### src/rtl/ucom43_sys_ctrl_if.sv
// ----------------------------------------------------------------------------
// ucom43_sys_ctrl_if
//   Bundle of the download, control and core-facing signals of the
//   uCOM-43 boot/run sequencer.
//
//   master : top-level glue side (drives download/pause/button, observes
//            ROM-init and CPU control outputs)
//   slave  : ucom43_sys_ctrl side
//
//   Signals
//     dl_active, dl_wr, dl_addr[15:0], dl_data[7:0]  HPS download channel
//     pause, int_btn                                 run control / button
//     rom_init, rom_init_addr[11:0], rom_init_data   ROM-init write port
//     cpu_reset, cpu_ce, int_n                       core control
//     rom_valid, busy                                status
//     rom_sum[15:0]                                  only with UCOM43_ROM_SUM_EN
// ----------------------------------------------------------------------------
interface ucom43_sys_ctrl_if;
    logic        dl_active;
    logic        dl_wr;
    logic [15:0] dl_addr;
    logic [7:0]  dl_data;
    logic        pause;
    logic        int_btn;
    logic        rom_init;
    logic [11:0] rom_init_addr;
    logic [7:0]  rom_init_data;
    logic        cpu_reset;
    logic        cpu_ce;
    logic        int_n;
    logic        rom_valid;
    logic        busy;
`ifdef UCOM43_ROM_SUM_EN
    logic [15:0] rom_sum;

    modport master (
        output dl_active, dl_wr, dl_addr, dl_data, pause, int_btn,
        input  rom_init, rom_init_addr, rom_init_data, cpu_reset, cpu_ce,
               int_n, rom_valid, busy, rom_sum
    );
    modport slave (
        input  dl_active, dl_wr, dl_addr, dl_data, pause, int_btn,
        output rom_init, rom_init_addr, rom_init_data, cpu_reset, cpu_ce,
               int_n, rom_valid, busy, rom_sum
    );
`else
    modport master (
        output dl_active, dl_wr, dl_addr, dl_data, pause, int_btn,
        input  rom_init, rom_init_addr, rom_init_data, cpu_reset, cpu_ce,
               int_n, rom_valid, busy
    );
    modport slave (
        input  dl_active, dl_wr, dl_addr, dl_data, pause, int_btn,
        output rom_init, rom_init_addr, rom_init_data, cpu_reset, cpu_ce,
               int_n, rom_valid, busy
    );
`endif
endinterface

### src/rtl/ucom43_sys_ctrl.sv
// ----------------------------------------------------------------------------
// ucom43_sys_ctrl
//   Boot/run sequencer for the uCOM-43 core. Streams the downloaded ROM image
//   into the core's ROM-init port, holds the CPU in reset until a complete
//   image is present, generates the CPU clock-enable (with pause) and turns
//   the asynchronous cabinet button into a timed active-low _INT pulse.
//
//   Ports
//     clk    : system clock
//     reset  : asynchronous, active-high reset
//     bus    : ucom43_sys_ctrl_if.slave (download, pause, button, ROM-init,
//              cpu_reset, cpu_ce, int_n, rom_valid, busy)
//
//   Build option
//     UCOM43_ROM_SUM_EN : adds bus.rom_sum (mod-2^16 byte sum of the current
//                         load) and parameter EXP_SUM; an image is accepted
//                         only when both byte count and sum match.
// ----------------------------------------------------------------------------
module ucom43_sys_ctrl #(
    parameter int unsigned ROM_SIZE  = 2048,
    parameter int unsigned CE_DIV    = 4,
    parameter int unsigned RST_HOLD  = 16,
    parameter int unsigned INT_PULSE = 8
`ifdef UCOM43_ROM_SUM_EN
    ,
    parameter logic [15:0] EXP_SUM   = 16'h0000
`endif
) (
    input  logic             clk,
    input  logic             reset,
    ucom43_sys_ctrl_if.slave bus
);

    localparam int unsigned       CNT_W     = $clog2(ROM_SIZE + 1);
    localparam logic [CNT_W-1:0]  CNT_FULL  = CNT_W'(ROM_SIZE);
    localparam logic [16:0]       ADDR_LIM  = 17'(ROM_SIZE);
    localparam logic [7:0]        DIV_LAST  = 8'(CE_DIV - 1);
    localparam int unsigned       HOLD_W    = (RST_HOLD > 1) ? $clog2(RST_HOLD) : 1;
    localparam logic [HOLD_W-1:0] HOLD_LAST = HOLD_W'(RST_HOLD - 1);
    localparam int unsigned       INT_W     = (INT_PULSE > 1) ? $clog2(INT_PULSE) : 1;
    localparam logic [INT_W-1:0]  INT_LAST  = INT_W'(INT_PULSE - 1);

    typedef enum logic [2:0] {
        S_IDLE,
        S_LOAD,
        S_HOLD,
        S_RUN,
        S_PAUSED
    } state_t;

    state_t            r_state;
    logic [CNT_W-1:0]  r_cnt;
    logic [HOLD_W-1:0] r_hold_cnt;
    logic [7:0]        r_div;
    logic [INT_W-1:0]  r_int_cnt;
    logic              r_btn_s1;
    logic              r_btn_s2;
    logic              r_btn_d;
    logic              r_rom_init;
    logic [11:0]       r_rom_addr;
    logic [7:0]        r_rom_data;
    logic              r_cpu_reset;
    logic              r_cpu_ce;
    logic              r_int_n;
    logic              r_rom_valid;
    logic              r_busy;
`ifdef UCOM43_ROM_SUM_EN
    logic [15:0]       r_sum;
    logic [15:0]       w_sum_nxt;
`endif

    logic              w_wr_ok;
    logic [CNT_W-1:0]  w_cnt_nxt;
    logic              w_img_ok;
    logic              w_btn_rise;

    // Count and sum include a write arriving in the same cycle that
    // dl_active drops, so the completeness check sees the final byte.
    always_comb begin
        w_wr_ok    = bus.dl_wr && ({1'b0, bus.dl_addr} < ADDR_LIM);
        w_cnt_nxt  = r_cnt;
        if (w_wr_ok && (r_cnt != CNT_FULL)) begin
            w_cnt_nxt = r_cnt + 1'b1;
        end
        w_btn_rise = r_btn_s2 & ~r_btn_d;
`ifdef UCOM43_ROM_SUM_EN
        w_sum_nxt  = w_wr_ok ? (r_sum + {8'h00, bus.dl_data}) : r_sum;
        w_img_ok   = (w_cnt_nxt == CNT_FULL) && (w_sum_nxt == EXP_SUM);
`else
        w_img_ok   = (w_cnt_nxt == CNT_FULL);
`endif
    end

    always_ff @(posedge clk or posedge reset) begin
        if (reset) begin
            r_state     <= S_IDLE;
            r_cnt       <= '0;
            r_hold_cnt  <= '0;
            r_div       <= '0;
            r_int_cnt   <= '0;
            r_btn_s1    <= 1'b0;
            r_btn_s2    <= 1'b0;
            r_btn_d     <= 1'b0;
            r_rom_init  <= 1'b0;
            r_rom_addr  <= '0;
            r_rom_data  <= '0;
            r_cpu_reset <= 1'b1;
            r_cpu_ce    <= 1'b0;
            r_int_n     <= 1'b1;
            r_rom_valid <= 1'b0;
            r_busy      <= 1'b1;
`ifdef UCOM43_ROM_SUM_EN
            r_sum       <= '0;
`endif
        end else begin
            r_btn_s1   <= bus.int_btn;
            r_btn_s2   <= r_btn_s1;
            r_btn_d    <= r_btn_s2;
            r_rom_init <= 1'b0;
            r_cpu_ce   <= 1'b0;

            case (r_state)
                S_IDLE: begin
                    if (bus.dl_active) begin
                        r_state <= S_LOAD;
                        r_cnt   <= '0;
`ifdef UCOM43_ROM_SUM_EN
                        r_sum   <= '0;
`endif
                    end
                end

                S_LOAD: begin
                    if (w_wr_ok) begin
                        r_rom_init <= 1'b1;
                        r_rom_addr <= bus.dl_addr[11:0];
                        r_rom_data <= bus.dl_data;
                    end
                    r_cnt <= w_cnt_nxt;
`ifdef UCOM43_ROM_SUM_EN
                    r_sum <= w_sum_nxt;
`endif
                    if (!bus.dl_active) begin
                        if (w_img_ok) begin
                            r_rom_valid <= 1'b1;
                            r_hold_cnt  <= '0;
                            r_state     <= S_HOLD;
                        end else begin
                            r_rom_valid <= 1'b0;
                            r_state     <= S_IDLE;
                        end
                    end
                end

                S_HOLD: begin
                    if (bus.dl_active) begin
                        r_state     <= S_LOAD;
                        r_cnt       <= '0;
                        r_rom_valid <= 1'b0;
`ifdef UCOM43_ROM_SUM_EN
                        r_sum       <= '0;
`endif
                    end else if (r_hold_cnt == HOLD_LAST) begin
                        r_state     <= S_RUN;
                        r_cpu_reset <= 1'b0;
                        r_busy      <= 1'b0;
                        r_div       <= '0;
                        r_int_cnt   <= '0;
                    end else begin
                        r_hold_cnt <= r_hold_cnt + 1'b1;
                    end
                end

                S_RUN, S_PAUSED: begin
                    if (bus.dl_active) begin
                        r_state     <= S_LOAD;
                        r_cnt       <= '0;
                        r_cpu_reset <= 1'b1;
                        r_busy      <= 1'b1;
                        r_int_n     <= 1'b1;
                        r_int_cnt   <= '0;
                        r_rom_valid <= 1'b0;
`ifdef UCOM43_ROM_SUM_EN
                        r_sum       <= '0;
`endif
                    end else begin
                        // Ticks are counted from the registered cpu_ce, which
                        // is never high while PAUSED, so the pulse counter
                        // freezes naturally during a pause.
                        if (r_int_n) begin
                            if (w_btn_rise) begin
                                r_int_n   <= 1'b0;
                                r_int_cnt <= '0;
                            end
                        end else if (r_cpu_ce) begin
                            if (r_int_cnt == INT_LAST) begin
                                r_int_n <= 1'b1;
                            end else begin
                                r_int_cnt <= r_int_cnt + 1'b1;
                            end
                        end

                        if (r_state == S_RUN) begin
                            if (bus.pause) begin
                                r_state <= S_PAUSED;
                            end else if (r_div == DIV_LAST) begin
                                r_div    <= '0;
                                r_cpu_ce <= 1'b1;
                            end else begin
                                r_div <= r_div + 1'b1;
                            end
                        end else if (!bus.pause) begin
                            r_state <= S_RUN;
                        end
                    end
                end

                default: r_state <= S_IDLE;
            endcase
        end
    end

    assign bus.rom_init      = r_rom_init;
    assign bus.rom_init_addr = r_rom_addr;
    assign bus.rom_init_data = r_rom_data;
    assign bus.cpu_reset     = r_cpu_reset;
    assign bus.cpu_ce        = r_cpu_ce;
    assign bus.int_n         = r_int_n;
    assign bus.rom_valid     = r_rom_valid;
    assign bus.busy          = r_busy;
`ifdef UCOM43_ROM_SUM_EN
    assign bus.rom_sum       = r_sum;
`endif

endmodule

### src/flat_wrapper.sv
// flat-port wrapper written by rule: the top's interface ports become plain ports
module ucom43_sys_ctrl_flat 
#(
    parameter int unsigned ROM_SIZE  = 2048,
    parameter int unsigned CE_DIV    = 4,
    parameter int unsigned RST_HOLD  = 16,
    parameter int unsigned INT_PULSE = 8

)
  (clk, reset, bus_dl_active, bus_dl_wr, bus_dl_addr, bus_dl_data, bus_pause, bus_int_btn, bus_rom_init, bus_rom_init_addr, bus_rom_init_data, bus_cpu_reset, bus_cpu_ce, bus_int_n, bus_rom_valid, bus_busy);
  ucom43_sys_ctrl_if bus_i ();
  input  logic clk;
  input  logic reset;
  input wire logic [$bits(bus_i.dl_active)-1:0] bus_dl_active;
  input wire logic [$bits(bus_i.dl_wr)-1:0] bus_dl_wr;
  input wire logic [$bits(bus_i.dl_addr)-1:0] bus_dl_addr;
  input wire logic [$bits(bus_i.dl_data)-1:0] bus_dl_data;
  input wire logic [$bits(bus_i.pause)-1:0] bus_pause;
  input wire logic [$bits(bus_i.int_btn)-1:0] bus_int_btn;
  output wire logic [$bits(bus_i.rom_init)-1:0] bus_rom_init;
  output wire logic [$bits(bus_i.rom_init_addr)-1:0] bus_rom_init_addr;
  output wire logic [$bits(bus_i.rom_init_data)-1:0] bus_rom_init_data;
  output wire logic [$bits(bus_i.cpu_reset)-1:0] bus_cpu_reset;
  output wire logic [$bits(bus_i.cpu_ce)-1:0] bus_cpu_ce;
  output wire logic [$bits(bus_i.int_n)-1:0] bus_int_n;
  output wire logic [$bits(bus_i.rom_valid)-1:0] bus_rom_valid;
  output wire logic [$bits(bus_i.busy)-1:0] bus_busy;
  assign bus_i.dl_active = bus_dl_active;
  assign bus_i.dl_wr = bus_dl_wr;
  assign bus_i.dl_addr = bus_dl_addr;
  assign bus_i.dl_data = bus_dl_data;
  assign bus_i.pause = bus_pause;
  assign bus_i.int_btn = bus_int_btn;
  assign bus_rom_init = bus_i.rom_init;
  assign bus_rom_init_addr = bus_i.rom_init_addr;
  assign bus_rom_init_data = bus_i.rom_init_data;
  assign bus_cpu_reset = bus_i.cpu_reset;
  assign bus_cpu_ce = bus_i.cpu_ce;
  assign bus_int_n = bus_i.int_n;
  assign bus_rom_valid = bus_i.rom_valid;
  assign bus_busy = bus_i.busy;
  ucom43_sys_ctrl #(.ROM_SIZE(ROM_SIZE), .CE_DIV(CE_DIV), .RST_HOLD(RST_HOLD), .INT_PULSE(INT_PULSE)) u_core (.clk(clk), .reset(reset), .bus(bus_i));
endmodule
### config.mk
export PLATFORM = sky130hd
export DESIGN_NAME = ucom43_sys_ctrl_flat
export DESIGN_NICKNAME = d
export VERILOG_FILES = /design/src/rtl/ucom43_sys_ctrl_if.sv /design/src/rtl/ucom43_sys_ctrl.sv /design/src/flat_wrapper.sv
export SDC_FILE = /design/constraint.sdc
export NUM_CORES = 1
export LEC_CHECK = 0
export ABC_AREA = 0
export CORE_MARGIN = 2
export CORE_UTILIZATION = 25
export DETAILED_ROUTE_END_ITERATION = 8
export RECOVER_POWER = 50
export SLEW_MARGIN = 20
export SYNTH_ARGS = -nofsm -noshare
export SYNTH_HDL_FRONTEND = slang
export SYNTH_SLANG_ARGS = --single-unit
export TNS_END_PERCENT = 5
### constraint.sdc
create_clock -name clk -period 5.5 [get_ports clk]
set_clock_uncertainty 0.2 [all_clocks]
set_input_delay 1.1 -clock clk [delete_from_list [all_inputs] [get_ports clk]]
set_output_delay 1.1 -clock clk [all_outputs]
set_load 0.02 [all_outputs]
==> metrics <==
status=finished clean; Final Critical Period=3516 ps; sequential share of the synthesized area=0.4782; Mapped Cells=303; cell row count=40; ys flop type=dfrtp_1; fraction of layout cells with a size suffix above 1=0.1281; TritonCTS clock tree=done; n_diodes=0; GR peak layer=met2; CP required=5500 ps; synthesized flop and latch total=58; grt total ovfl=0; multi-input logic area=0.001480 mm2; Max Cap Violations=0; CTS root buf=clkbuf_16; FF-to-FF End=u_core.bus.rom_init_data[4]; Reg clk slew, reported paths=50 ps; setup total negative slack=0 ps; Synth async-reset ratio=1.000; RSZ-0062 raised after global routing=no; Leak=1.733 nW; CTS Buf Count=9; routed wire length per instance=13.46 um; Overall Global Routing Usage=0.1115; Startpoint Class=primary input; top cells by count, synth=dfrtp_1 (56), o21ai_0 (30), nor2_1 (24); Worst R2R Path Depth=4; dpl hpwl=4815 um; Port Buffers=55; dominant cell type by area after synthesis=dfrtp_1; Worst Setup End Kind=register; DR vias/cell=4.875; Post-Synth Adder-Cell Area=0.02469; Crit path arrival time=3510 ps; I/O pin count=56; Initial Util=0.2542; slew margin rel.=0.3687; Crit Path Max Fanout=6; worst-margin pin slew=944.7 ps; Synth top area share=0.4609; Setup Fix Bufs, Post-CTS=0; Pins Over Slew Limit=0; initial antenna violation count=0; post-synthesis cell type count=56; Hold Crit Depth=0; worst reg2reg path startpoint=u_core.r_state[0]; largest cells by area after synthesis=dfrtp_1 (46%), mux2_2 (7.8%), o21ai_0 (4.9%); worst min-delay path endpoint=u_core.r_btn_s2; routing usage on met2=0.1782; vias in the first global route=2441; syn nets=339; area grow syn2layout=31.07%; share of the synthesized area in compound gates (AO/OA/AOI/OAI)=0.1457; nets=390; worst-skew pair later-pin latency=320 ps; final wirelength=6810 um; first-pass GRT wire length=11650 um; min-delay src=u_core.r_btn_s1; Post-Syn Area per Cell=10.03 um2; # setup viols final=0; FF+latch area=0.001454 mm2; FF-to-FF setup slack=2500 ps; First-pass DRT Iterations=4; GR Layer Usage met3=0.02859; period utilization=0.6393; worst ir drop on vdd=0.1094 mV; Die W=114.3 um; largest family of logic cells by synthesized area=simple AND/OR/NAND/NOR gates; Tightest Hold Check Type=register to register; most common cell in the synthesized netlist=dfrtp_1; largest net degree at the start of global routing=42; # DRC=0; power density cells=313.5 mW/mm2; H-tree levels=3; core area=0.01196 mm2; EDFF count, synth=0; Total Power=1.249 mW; multiplexer share of the synthesized area=0.1008; antenna viol nets, final=0; die footprint=0.01306 mm2; maximum clock path buffer count=2; DRC violation total after the first TritonRoute iteration=91; Hold Buf Count CTS=0; # fillers=1207; synth warn=0; placer congestion estimate=0.8583; Post-Synth Simple-Gate Area=0.2012; Fin. Hold Viols=0; xor-xnor portion of the synthesized cell area=0.01440; Setup CP Type=primary input to register; post-cts sizing count=0; met1 usage=0.1406; fmax=284.4 MHz; Vias=2467; die height=114.3 um; Clock Sinks=58; mapped cell area=0.003040 mm2
[through the flow]
| step | cell area, um2 | hold slack (ps) | std cells | utilization | setup WS [ps] |
|---|---|---|---|---|---|
| after floorplan | 3040 | 131.2 | 303 | - | 2269 |
| after global placement | 3710 | 137.8 | 490 | 0.3101 | 1698 |
| after detailed placement | 3710 | 141.1 | 490 | 0.3101 | 1698 |
| after CTS | 3985 | 165.0 | 506 | 0.3332 | 2044 |
| after global routing | 3985 | 172.5 | 506 | 0.3332 | 1839 |
| final | 3985 | 157.3 | 506 | 0.3332 | 1984 |
[layout make-up]
cell class,count,area share
sequential,58,0.3648
multi-input combinational,220,0.3714
clock inverter,3,0.003768
timing repair buffer,56,0.1400
tap,147,0.04615
inverter,9,0.008477
clock buffer,13,0.06531
[routing by layer]
layer  vias up  wire (um)
met3        10        286
met5         -          0
met1      1199       3197
met4         0        110
li1       1216          -
met2        42       3216
[layout by cell type, fill, tap and decap left out, types with 3 or more instances in the layout]
master	synthesis	layout
and3_1	4	4
or4_1	3	3
ha_1	6	6
clkdlybuf4s50_1	0	47
nor4_1	6	6
o31ai_1	7	7
inv_1	9	9
clkinv_2	0	3
nand2b_1	7	7
o21ai_0	30	30
nand3_1	12	12
nand4_1	7	7
nor3_1	4	4
a22o_1	3	3
or3_1	3	3
nand2_1	21	21
mux2_2	21	21
dfrtp_1	56	56
clkbuf_16	0	9
xor2_1	3	3
nor2_1	24	24
a21oi_1	13	13
mux2i_1	7	7
a31oi_1	4	4
dlygate4sd3_1	0	8
[sequential cells by signal, summed over array words and instances, names as in the netlist]
signal / count
u_core.bus.rom_init_addr: 12
u_core.r_cnt: 12
u_core.bus.rom_init_data: 8
u_core.r_div: 8
u_core.r_hold_cnt: 4
u_core.r_int_cnt: 3
u_core.r_state: 3
u_core.bus.busy: 1
u_core.bus.cpu_ce: 1
u_core.bus.int_n: 1
u_core.bus.rom_init: 1
u_core.bus.rom_valid: 1
u_core.r_btn_d: 1
u_core.r_btn_s1: 1
u_core.r_btn_s2: 1
[worst max path at each step]
stage                                from                     endpoint  slack [ps]  cells after the start
after floorplan           bus_dl_addr[14]         u_core.bus.rom_valid        2270                      7
after global placement    bus_dl_addr[14]  u_core.bus.rom_init_addr[4]        1700                      5
after detailed placement  bus_dl_addr[14]         u_core.r_hold_cnt[0]        1700                      7
after CTS                 bus_dl_addr[14]         u_core.r_hold_cnt[1]        2040                      7
after global routing      bus_dl_addr[14]         u_core.r_hold_cnt[1]        1840                      7
final                     bus_dl_addr[14]         u_core.r_hold_cnt[1]        1980                      7
[cell families after synthesis]
group | after synthesis
AOI/OAI and AO/OA | 72
buffers and inverters | 25
and+or+nand+nor | 109
adders and majority gates | 6
muxes | 28
DFF | 58
xor gates and xnor gates | 5
[power breakdown]
| group | switching, mW | internal [mW] | total, mW |
|---|---|---|---|
| logic | 0.114 | 0.116 | 0.230 |
| registers | 0.0371 | 0.473 | 0.510 |
| clock network | 0.183 | 0.326 | 0.509 |
| total | 0.335 | 0.915 | 1.25 |
[worst max-delay path, stage by stage]
cell	delay, ps
clkdlybuf4s50_1	430
or4b_4	600
nor4_1	470
nand3_1	130
a221oi_1	290
and4b_1	370
o21ai_0	130
Power figures use the tool's default switching activity.
